--- config.mk ---
export PLATFORM = sky130hd
export DESIGN_NAME = clock_set_ctrl_flat
export DESIGN_NICKNAME = d
export VERILOG_FILES = /design/src/rtl/clock_set_ctrl_if.sv /design/src/rtl/clock_set_ctrl.sv /design/src/flat_wrapper.sv
export SDC_FILE = /design/constraint.sdc
export NUM_CORES = 1
export LEC_CHECK = 0
export ABC_AREA = 1
export CAP_MARGIN = 20
export CORE_MARGIN = 2
export CORE_UTILIZATION = 40
export DETAILED_ROUTE_END_ITERATION = 6
export GPL_ROUTABILITY_DRIVEN = 0
export HOLD_SLACK_MARGIN = 0.05
export SYNTH_ARGS = -nofsm -noshare
export SYNTH_HDL_FRONTEND = slang
export SYNTH_SLANG_ARGS = --single-unit
--- constraint.sdc ---
create_clock -name clk -period 0.98 [get_ports clk]
set_input_delay 0.196 -clock clk [delete_from_list [all_inputs] [get_ports clk]]
set_output_delay 0.196 -clock clk [all_outputs]
set_load 0.01 [all_outputs]
--- src/rtl/clock_set_ctrl_if.sv ---
// Button inputs and field-select/pulse outputs of the time-set front end.
// The bench drives through master; clock_set_ctrl consumes through slave.
interface clock_set_ctrl_if;
  logic       button1;
  logic       button3;
  logic       button4;
  logic [1:0] tap_out;
  logic       set_mode;
  logic       inc_pulse;
  logic       dec_pulse;

  modport master (
    output button1, button3, button4,
    input  tap_out, set_mode, inc_pulse, dec_pulse
  );

  modport slave (
    input  button1, button3, button4,
    output tap_out, set_mode, inc_pulse, dec_pulse
  );
endinterface

--- src/rtl/clock_set_ctrl.sv ---
// Time-set front end: button sync/debounce, RUN/SEC/MIN/HOUR mode FSM, inc/dec pulses.
// Define AUTO_REPEAT_EN to enable hold-to-repeat on the inc/dec buttons.
module clock_set_ctrl #(
  parameter int unsigned DEB_CYCLES   = 20,
  parameter int unsigned REPEAT_DELAY = 500,
  parameter int unsigned REPEAT_RATE  = 100
) (
  input logic            clk,
  input logic            rst_n,
  clock_set_ctrl_if.slave ctl
);

  localparam int unsigned     DW       = $clog2(DEB_CYCLES + 1);
  localparam logic [DW-1:0]   DEB_LAST = DW'(DEB_CYCLES - 1);

  typedef enum logic [1:0] {RUN = 2'd0, SEC = 2'd1, MIN = 2'd2, HOUR = 2'd3} mode_e;

  // Button index: 0 = mode (button1), 1 = inc (button3), 2 = dec (button4).
  logic [2:0]         raw;
  logic [2:0]         sync1_q, sync2_q;
  logic [2:0]         deb_q, deb_d;
  logic [2:0][DW-1:0] cnt_q, cnt_d;
  logic [2:0]         press_q, press_d;
  logic [2:0]         armed_q, armed_d;
  logic [1:0]         vld_q;

  mode_e state_q, state_d;
  logic  set_mode_q, set_mode_d;
  logic  inc_q, inc_d;
  logic  dec_q, dec_d;

  logic mode_stb, inc_stb, dec_stb;

  assign raw = {ctl.button4, ctl.button3, ctl.button1};

  always_ff @(posedge clk or negedge rst_n) begin
    if (!rst_n) begin
      sync1_q <= '1;
      sync2_q <= '1;
      deb_q   <= '1;
      cnt_q   <= '0;
      press_q <= '0;
      armed_q <= '0;
      vld_q   <= '0;
    end else begin
      sync1_q <= raw;
      sync2_q <= sync1_q;
      deb_q   <= deb_d;
      cnt_q   <= cnt_d;
      press_q <= press_d;
      armed_q <= armed_d;
      vld_q   <= {vld_q[0], 1'b1};
    end
  end

  // A button only arms once the synchronizer has real samples showing it released,
  // so a press held through reset never produces a strobe.
  always_comb begin
    deb_d   = deb_q;
    cnt_d   = '0;
    press_d = '0;
    armed_d = armed_q;
    for (int b = 0; b < 3; b++) begin
      armed_d[b] = armed_q[b] | (vld_q[1] & sync2_q[b] & deb_q[b]);
      if (sync2_q[b] != deb_q[b]) begin
        if (cnt_q[b] == DEB_LAST) begin
          deb_d[b]   = sync2_q[b];
          press_d[b] = ~sync2_q[b] & armed_q[b];
        end else begin
          cnt_d[b] = cnt_q[b] + 1'b1;
        end
      end
    end
  end

  assign mode_stb = press_q[0];
  assign inc_stb  = press_q[1];
  assign dec_stb  = press_q[2];

`ifdef AUTO_REPEAT_EN
  localparam int unsigned   REP_MAX  = (REPEAT_DELAY > REPEAT_RATE) ? REPEAT_DELAY : REPEAT_RATE;
  localparam int unsigned   RW       = $clog2(REP_MAX + 1);
  localparam logic [RW-1:0] REP_LAST_FIRST = RW'(REPEAT_DELAY - 1);
  localparam logic [RW-1:0] REP_LAST_NEXT  = RW'(REPEAT_RATE - 1);

  logic          rep_on_q, rep_on_d;
  logic          rep_dec_q, rep_dec_d;
  logic          rep_first_q, rep_first_d;
  logic [RW-1:0] rep_cnt_q, rep_cnt_d;
  logic          hold_ok;
  logic [RW-1:0] rep_last;

  // Repeats need the own button still held and the opposite one released.
  assign hold_ok  = rep_dec_q ? (~deb_q[2] & deb_q[1]) : (~deb_q[1] & deb_q[2]);
  assign rep_last = rep_first_q ? REP_LAST_FIRST : REP_LAST_NEXT;

  always_ff @(posedge clk or negedge rst_n) begin
    if (!rst_n) begin
      rep_on_q    <= 1'b0;
      rep_dec_q   <= 1'b0;
      rep_first_q <= 1'b0;
      rep_cnt_q   <= '0;
    end else begin
      rep_on_q    <= rep_on_d;
      rep_dec_q   <= rep_dec_d;
      rep_first_q <= rep_first_d;
      rep_cnt_q   <= rep_cnt_d;
    end
  end
`else
  // Repeat timing parameters are inert in this build.
  if (REPEAT_DELAY == 0 || REPEAT_RATE == 0) begin : g_repeat_params_inert
  end
`endif

  always_ff @(posedge clk or negedge rst_n) begin
    if (!rst_n) begin
      state_q    <= RUN;
      set_mode_q <= 1'b0;
      inc_q      <= 1'b0;
      dec_q      <= 1'b0;
    end else begin
      state_q    <= state_d;
      set_mode_q <= set_mode_d;
      inc_q      <= inc_d;
      dec_q      <= dec_d;
    end
  end

  // inc/dec are single-cycle requests to the counter chain with no back-pressure.
  always_comb begin
    state_d = state_q;
    inc_d   = 1'b0;
    dec_d   = 1'b0;
`ifdef AUTO_REPEAT_EN
    rep_on_d    = rep_on_q;
    rep_dec_d   = rep_dec_q;
    rep_first_d = rep_first_q;
    rep_cnt_d   = rep_cnt_q;
`endif
    if (mode_stb) begin
      case (state_q)
        RUN:     state_d = SEC;
        SEC:     state_d = MIN;
        MIN:     state_d = HOUR;
        default: state_d = RUN;
      endcase
`ifdef AUTO_REPEAT_EN
      rep_on_d = 1'b0;
`endif
    end else if (state_q != RUN) begin
      if (inc_stb && dec_stb) begin
`ifdef AUTO_REPEAT_EN
        rep_on_d = 1'b0;
`endif
      end else if (inc_stb || dec_stb) begin
        inc_d = inc_stb;
        dec_d = dec_stb;
`ifdef AUTO_REPEAT_EN
        rep_on_d    = 1'b1;
        rep_dec_d   = dec_stb;
        rep_first_d = 1'b1;
        rep_cnt_d   = '0;
      end else if (rep_on_q) begin
        if (!hold_ok) begin
          rep_on_d = 1'b0;
        end else if (rep_cnt_q == rep_last) begin
          inc_d       = ~rep_dec_q;
          dec_d       = rep_dec_q;
          rep_first_d = 1'b0;
          rep_cnt_d   = '0;
        end else begin
          rep_cnt_d = rep_cnt_q + 1'b1;
        end
`endif
      end
    end else begin
`ifdef AUTO_REPEAT_EN
      rep_on_d = 1'b0;
`endif
    end
    set_mode_d = (state_d != RUN);
  end

  assign ctl.tap_out   = state_q;
  assign ctl.set_mode  = set_mode_q;
  assign ctl.inc_pulse = inc_q;
  assign ctl.dec_pulse = dec_q;

endmodule

--- src/flat_wrapper.sv ---
// flat-port wrapper written by rule: the top's interface ports become plain ports
module clock_set_ctrl_flat 
#(
  parameter int unsigned DEB_CYCLES   = 20,
  parameter int unsigned REPEAT_DELAY = 500,
  parameter int unsigned REPEAT_RATE  = 100
)
  (clk, rst_n, ctl_button1, ctl_button3, ctl_button4, ctl_tap_out, ctl_set_mode, ctl_inc_pulse, ctl_dec_pulse);
  clock_set_ctrl_if ctl_i ();
  input logic clk;
  input logic rst_n;
  input wire logic [$bits(ctl_i.button1)-1:0] ctl_button1;
  input wire logic [$bits(ctl_i.button3)-1:0] ctl_button3;
  input wire logic [$bits(ctl_i.button4)-1:0] ctl_button4;
  output wire logic [$bits(ctl_i.tap_out)-1:0] ctl_tap_out;
  output wire logic [$bits(ctl_i.set_mode)-1:0] ctl_set_mode;
  output wire logic [$bits(ctl_i.inc_pulse)-1:0] ctl_inc_pulse;
  output wire logic [$bits(ctl_i.dec_pulse)-1:0] ctl_dec_pulse;
  assign ctl_i.button1 = ctl_button1;
  assign ctl_i.button3 = ctl_button3;
  assign ctl_i.button4 = ctl_button4;
  assign ctl_tap_out = ctl_i.tap_out;
  assign ctl_set_mode = ctl_i.set_mode;
  assign ctl_inc_pulse = ctl_i.inc_pulse;
  assign ctl_dec_pulse = ctl_i.dec_pulse;
  clock_set_ctrl #(.DEB_CYCLES(DEB_CYCLES), .REPEAT_DELAY(REPEAT_DELAY), .REPEAT_RATE(REPEAT_RATE)) u_core (.clk(clk), .rst_n(rst_n), .ctl(ctl_i));
endmodule
==> results of run 1 <==
[critical path: stages, from the launching register on]
cell,delay [ns]
dfrtp_1,0.40
inv_2,0.06
ha_4,0.16
or2_4,0.25
nor3_2,0.17
[stage by stage]
step	setup slack, ns	std cells
2_1_floorplan	-0.132	153
3_3_place_gp	-0.0907	225
3_5_place_dp	-0.198	225
4_1_cts	-0.118	236
5_1_grt	-0.181	239
6_report	-0.130	239
[cells by family (layout without fill, tap and decap cells)]
group                    after synthesis  count (layout)  synth area share (%)
buffers and inverters                 27              65                  6.53
adder cells (fa/ha/maj)                5               5                  4.03
XOR/XNOR                               3               3                  1.69
other                                  1               1                 0.242
flip-flops                            37              37                  60.4
AO/OA/AOI/OAI                         11              11                  4.43
AND/OR/NAND/NOR                       69              69                  22.7
[worst max path at each step]
stage / slack [ns] / to / startpoint / cells after the start
floorplan: -0.13 / u_core.ctl.set_mode$_DFF_PN0_ / u_core.ctl.tap_out[0]$_DFF_PN0_ / 6
global placement: -0.09 / ctl_tap_out[1] / u_core.ctl.tap_out[1]$_DFF_PN0_ / 1
detailed placement: -0.20 / u_core.ctl.set_mode$_DFF_PN0_ / u_core.ctl.tap_out[0]$_DFF_PN0_ / 6
CTS: -0.12 / u_core.ctl.set_mode$_DFF_PN0_ / u_core.ctl.tap_out[0]$_DFF_PN0_ / 6
global route: -0.18 / u_core.ctl.set_mode$_DFF_PN0_ / u_core.ctl.tap_out[0]$_DFF_PN0_ / 6
finish: -0.13 / u_core.ctl.inc_pulse$_DFF_PN0_ / u_core.ctl.tap_out[1]$_DFF_PN0_ / 4
[area by class of cell]
| class | instances | area share (%) |
|---|---|---|
| Sequential cell | 37 | 43.3 |
| Clock buffer | 6 | 3.82 |
| Timing Repair Buffer | 30 | 11.2 |
| Tap cell | 48 | 2.77 |
| Multi-Input combinational cell | 89 | 32.5 |
| Inverter | 27 | 4.68 |
| Clock inverter | 2 | 1.73 |
[what timing repair did]
item / in CTS / in global routing
resized for setup: 37 / 34
gates cloned: 0 / 0
pin swaps: 7 / 14
setup endpoints to repair: 25 / 30
setup buffers: 3 / 3
[routing by layer]
metal | global-route usage (%) | share of wire (%) | vias to the layer above
met5 | 0 | 0 | -
met4 | 5.36 | 1.6 | 0
met3 | 4.60 | 3.4 | 5
met2 | 26.5 | 59 | 12
met1 | 14.1 | 36 | 544
li1 | - | - | 549
[report_power, final]
part | switching [mW] | internal [mW]
clock network | 0.533 | 0.827
registers | 0.0451 | 1.58
logic | 0.135 | 0.151
total | 0.713 | 2.56
[Yosys cell counts]
master    instances  area share [%]
dfrtp_1          28              45
inv_1            27             6.5
nand2_1          27             6.5
nor2_1           13             3.1
dfstp_2           9              15
nand3_1           8             2.6
ha_1              5             4.0
nor2_2            5             2.0
nand2_4           4             2.9
nand4_1           4             1.6
nand3_2           3             1.9
nor3_1            3            0.97
o21ai_0           3            0.97
o21ai_1           3            0.97
xnor2_1           3             1.7
a21oi_2           2             1.1
a21oi_1           1            0.32
a31o_2            1            0.56
conb_1            1            0.24
nor3_2            1            0.64
o211ai_1          1            0.48
or2_1             1            0.40
[state kept, by name (all words and copies together), names as in the netlist]
name	count
u_core.deb_q	3
u_core.ctl.dec_pulse	1
u_core.ctl.tap_out	2
u_core.sync2_q	3
u_core.press_q	3
u_core.cnt_q	15
u_core.ctl.inc_pulse	1
u_core.armed_q	3
u_core.sync1_q	3
u_core.vld_q	2
u_core.ctl.set_mode	1
==> flow_summary_export.csv, run 1 <==
group,metric,value,unit
cells_and_area,fin_area,0.00216,mm²
synth,syn_inst,153,
cells_and_area,nNetsFinal,200,
route,detail-route-antenna-nets,0,
status,status,"finished, violations left",
timing,fmax,901,MHz
worst_setup_path,cp_max_fo,3,
timing,min_period,1.11,ns
worst_setup_path,start_kind,"flop",
synth,ys_ff_latch,37,
floorplan,die_w,66.3,µm
timing,period_share,113,%
placed_design,placed_cell_area,0.00183,mm²
floorplan,start_util,42.1,%
route,routed_via_density,4.64,
global_routing,overflow,0,
synth,seq_area_frac_synth,60.4,%
cells_and_area,fill_cells,309,
route,num_vias,1110,
power_and_ir_drop,power.total,3.27,mW
synth,yosysWarnings,0,
timing,whs,0.278,ns
global_routing,antenna_found_initial,0,
cts,clkLatencyLatePin,0.29,ns
cells_and_area,final_cell_mix,"dfrtp_1, buf_4, inv_1, nand2_2",
route,drt_iter0_drc,16,
power_and_ir_drop,p_leak,0.997,nW
cts,cts_tree,"yes",
floorplan,coreArea,0.00369,mm²
timing,slew_viol_final,0,
timing,finalHoldViolCount,0,
worst_setup_path,path_class,"reg2reg",
worst_setup_path,cp_data_arrival_time,1.33,ns
cts,cts_sinks,37,
cells_and_area,register_area,937,µm²
route,drcViolationCount,0,
worst_setup_path,rr_endpoint,"u_core.ctl.inc_pulse$_DFF_PN0_",
worst_setup_path,ff2ff_setup_slack,-0.13,ns
power_and_ir_drop,vdd_ir_drop_max,0.854,mV
floorplan,fp.dieArea,0.00440,mm²
placed_design,dp_hpwl,1830,µm
floorplan,row_count,22,
timing,final.setup.worst_slack,-0.130,ns
route,wl_per_cell,12.2,µm
global_routing,grt_pass1_wl,4550,µm
worst_setup_path,critical_path.endpoint_type,"flop",
global_routing,grt_usage,14.1,%
cells_and_area,final_common_cell,"dfrtp_1",
floorplan,chipHeight,66.3,µm
synth,synth_cell_types,22,
cells_and_area,drive_gt1_share,54.5,%
cts,cts_buffers,5,
placed_design,port_buffers,9,
route,dr.pass1.iters,4,
timing,clock_skew,0.00635,ns
cts,hold_buffers,0,
cells_and_area,fin_util,58.7,%
synth,avgSynthCellArea,10.1,µm²
global_routing,grt_start_max_net_pins,38,
global_routing,grt_pass1_vias,1120,
power_and_ir_drop,power.density,1510,mW/mm²
cts,clkTransAtPathRegs,0.07,ns
timing,setup_viol,21,
cts,htreeDepth,2,
route,wirelength,2920,µm
synth,syn_nets,163,
job,max-cap-violations,0,
synth,synth_area,0.00155,mm²
cells_and_area,area_delta_synth_final,39.4,%
timing,rsz0062_at_grt,"true",
cts,clockRootBuffer,"clkbuf_8",
cts,clock_path_buffers,2,
cells_and_area,antennaDiodeCount,0,
worst_setup_path,worstReg2RegStart,"u_core.ctl.tap_out[1]$_DFF_PN0_",
cells_and_area,multiInputGateArea,703,µm²
floorplan,io_pins,10,
timing,fin_setup_tns,-1.12,ns
status,violations,"setup timing",
worst_setup_path,reg2reg_depth,4,
worst_setup_path,cp.required,1.20,ns
worst_hold_path,hp-class,"in2async",
No activity file was read; power rests on OpenSTA's default activity.
==> run 2: changes to the inputs <==
Settings changed: DONT_BUFFER_PORTS set to 1.
==> run 2 against run 1 <==
The run ends with hold timing, setup timing left. Maximum frequency down 9.8%. Wire length shrank 13%. Utilization shrank 2.6 points. Via count decreased by 2.7%. Flip-flop and latch count is the same. Sequential power hardly changed. Global-route usage decreased by 0.42 points. Critical path depth shrank 1. Hold slack worse by 0.68 ns. Combinational power down 29%. Register-to-register slack got worse by 0.04 ns. Critical path type is now reg2out. Critical endpoint is now ctl_tap_out[1]. Largest cell class unchanged. Highest routed layer unchanged.
==> flow_summary_export.csv, run 2 (synthesized netlist as in run 1, its figures left out) <==
group,metric,value,unit
power_and_ir_drop,pwr-share-clk,42.2,%
cells_and_area,area_delta_synth_final,33.3,%
route,drcViolationCount,0,
power_and_ir_drop,p_leak,0.940,nW
route,wirelength,2540,µm
status,violations,"hold timing, setup timing",
cells_and_area,fin_cells,232,
cells_and_area,drive_gt1_share,50.0,%
floorplan,die_w,66.3,µm
floorplan,chipHeight,66.3,µm
cells_and_area,regMostFlops,"u_core.cnt_q",
worst_setup_path,cp_max_fo,2,
timing,clock_skew,0.00353,ns
worst_setup_path,cp.required,0.78,ns
status,status,"finished, violations left",
power_and_ir_drop,power.switching,0.649,mW
worst_setup_path,path_class,"reg2out",
timing,period_share,126,%
job,max-cap-violations,0,
placed_design,dp_cells,217,
cts,clock_path_buffers,2,
placed_design,dp_hpwl,1710,µm
global_routing,overflow,0,
floorplan,io_pins,10,
cts,cts_sinks,37,
floorplan,coreArea,0.00369,mm²
global_routing,grt_usage,13.7,%
timing,fin_setup_tns,-1.47,ns
timing,rsz0062_at_grt,"true",
cells_and_area,fin_area,0.00207,mm²
cells_and_area,nNetsFinal,193,
placed_design,port_buffers,0,
floorplan,row_count,22,
timing,fmax,813,MHz
route,detail-route-antenna-nets,0,
timing,setup_viol,20,
cells_and_area,largest_register_ffs,15,
cts,clkLatencyLatePin,0.28,ns
power_and_ir_drop,p_int,2.52,mW
cts,cts_tree,"yes",
timing,slew_viol_final,0,
power_and_ir_drop,vdd_ir_drop_max,0.984,mV
timing,final.setup.worst_slack,-0.251,ns
power_and_ir_drop,power.total,3.17,mW
route,routed_via_density,4.66,
cells_and_area,antennaDiodeCount,0,
cts,clockRootBuffer,"clkbuf_8",
global_routing,grt_start_max_net_pins,38,
global_routing,grt_pass1_wl,4420,µm
route,drt_iter0_drc,42,
global_routing,grt_pass1_vias,1065,
floorplan,fp.dieArea,0.00440,mm²
cts,htreeDepth,2,
power_and_ir_drop,p_comb_share,6.4,%
timing,finalHoldViolCount,37,
worst_setup_path,reg2reg_depth,7,
cells_and_area,final_common_cell,"dfrtp_1",
route,dr.pass1.iters,2,
route,routed-wl-met2,1340,µm
cts,cts_buffers,5,
placed_design,placed_cell_area,0.00174,mm²
route,num_vias,1080,
power_and_ir_drop,power.density,1530,mW/mm²
cells_and_area,final_cell_mix,"dfrtp_1, inv_1, nand2_1, buf_4",
worst_setup_path,cp_data_arrival_time,1.03,ns
worst_setup_path,critical_path.endpoint_type,"output pin",
worst_setup_path,start_kind,"flop",
worst_hold_path,hp-class,"in2async",
floorplan,start_util,42.1,%
route,wl_per_cell,10.9,µm
timing,min_period,1.23,ns
route,met1_length,1070,µm
route,top_layer,"met4",
power_and_ir_drop,seqPwrFrac,51.4,%
cts,hold_buffers,3,
timing,whs,-0.399,ns
power_and_ir_drop,switching_share,20.5,%
global_routing,antenna_found_initial,0,
route,wl_met3,72,µm
cells_and_area,fill_cells,320,
cts,clkTransAtPathRegs,0.07,ns
[run 2: area by class of cell]
| type | count | area [µm²] | area share [%] |
|---|---|---|---|
| flip-flops and latches | 37 | 938 | 45.3 |
| multi-input cells | 89 | 648 | 31.3 |
| repair buffers | 23 | 199 | 9.61 |
| inverters | 27 | 104 | 5.02 |
| clock buffers | 6 | 82.6 | 3.99 |
| well taps | 48 | 60.1 | 2.90 |
| clock inverters | 2 | 37.5 | 1.81 |
[run 2: critical path, stage by stage, from the launching register on]
cell     delay, ns
dfrtp_1       0.41
buf_6         0.13
buf_6         0.10
buf_6         0.11
[run 2: worst paths after layout]
kind / from / end / slack, ns
worst min register to register: u_core.vld_q[0]$_DFF_PN0_ / u_core.vld_q[1]$_DFF_PN0_ / 0.35
worst min-delay path: rst_n / u_core.cnt_q[2]$_DFF_PN0_ / -0.40
min in group clk: u_core.vld_q[0]$_DFF_PN0_ / u_core.vld_q[1]$_DFF_PN0_ / 0.35
worst max register to register: u_core.ctl.tap_out[1]$_DFF_PN0_ / u_core.ctl.set_mode$_DFF_PN0_ / -0.17
max in group asynchronous: rst_n / u_core.deb_q[1]$_DFFE_PN1P_ / 1.20
worst max-delay path: u_core.ctl.tap_out[1]$_DFF_PN0_ / ctl_tap_out[1] / -0.25
[run 2: repair_timing]
item,CTS,global route
endpoints found under the setup margin,27,27
resized for setup,16,29
pin swaps,7,5
endpoints found under the hold margin,40,37
buffers inserted,2,2
[run 2: through the flow]
step                setup slack [ns]  util, %
floorplan                     -0.132        -
global placement             -0.0863     47.1
detailed placement            -0.155     47.1
CTS                           -0.233     52.9
global route                  -0.298     56.1
finish                        -0.251     56.1
[run 2: layer usage]
layer  global-route usage, %  vias up
met5                       0        -
met3                    4.60        5
li1                        -      533
met1                    14.9      532
met4                    6.89        0
met2                    23.4       10
[run 2: power by group through the flow]
| stage | logic, mW | clock network, mW | registers (mW) |
|---|---|---|---|
| after CTS | 0.164 | 1.38 | 1.62 |
| after floorplan | 0.0809 | 0 | 1.65 |
| final | 0.204 | 1.34 | 1.63 |
| after detailed placement | 0.144 | 0 | 1.65 |
| after global placement | 0.136 | 0 | 1.64 |
| after global routing | 0.224 | 1.46 | 1.63 |
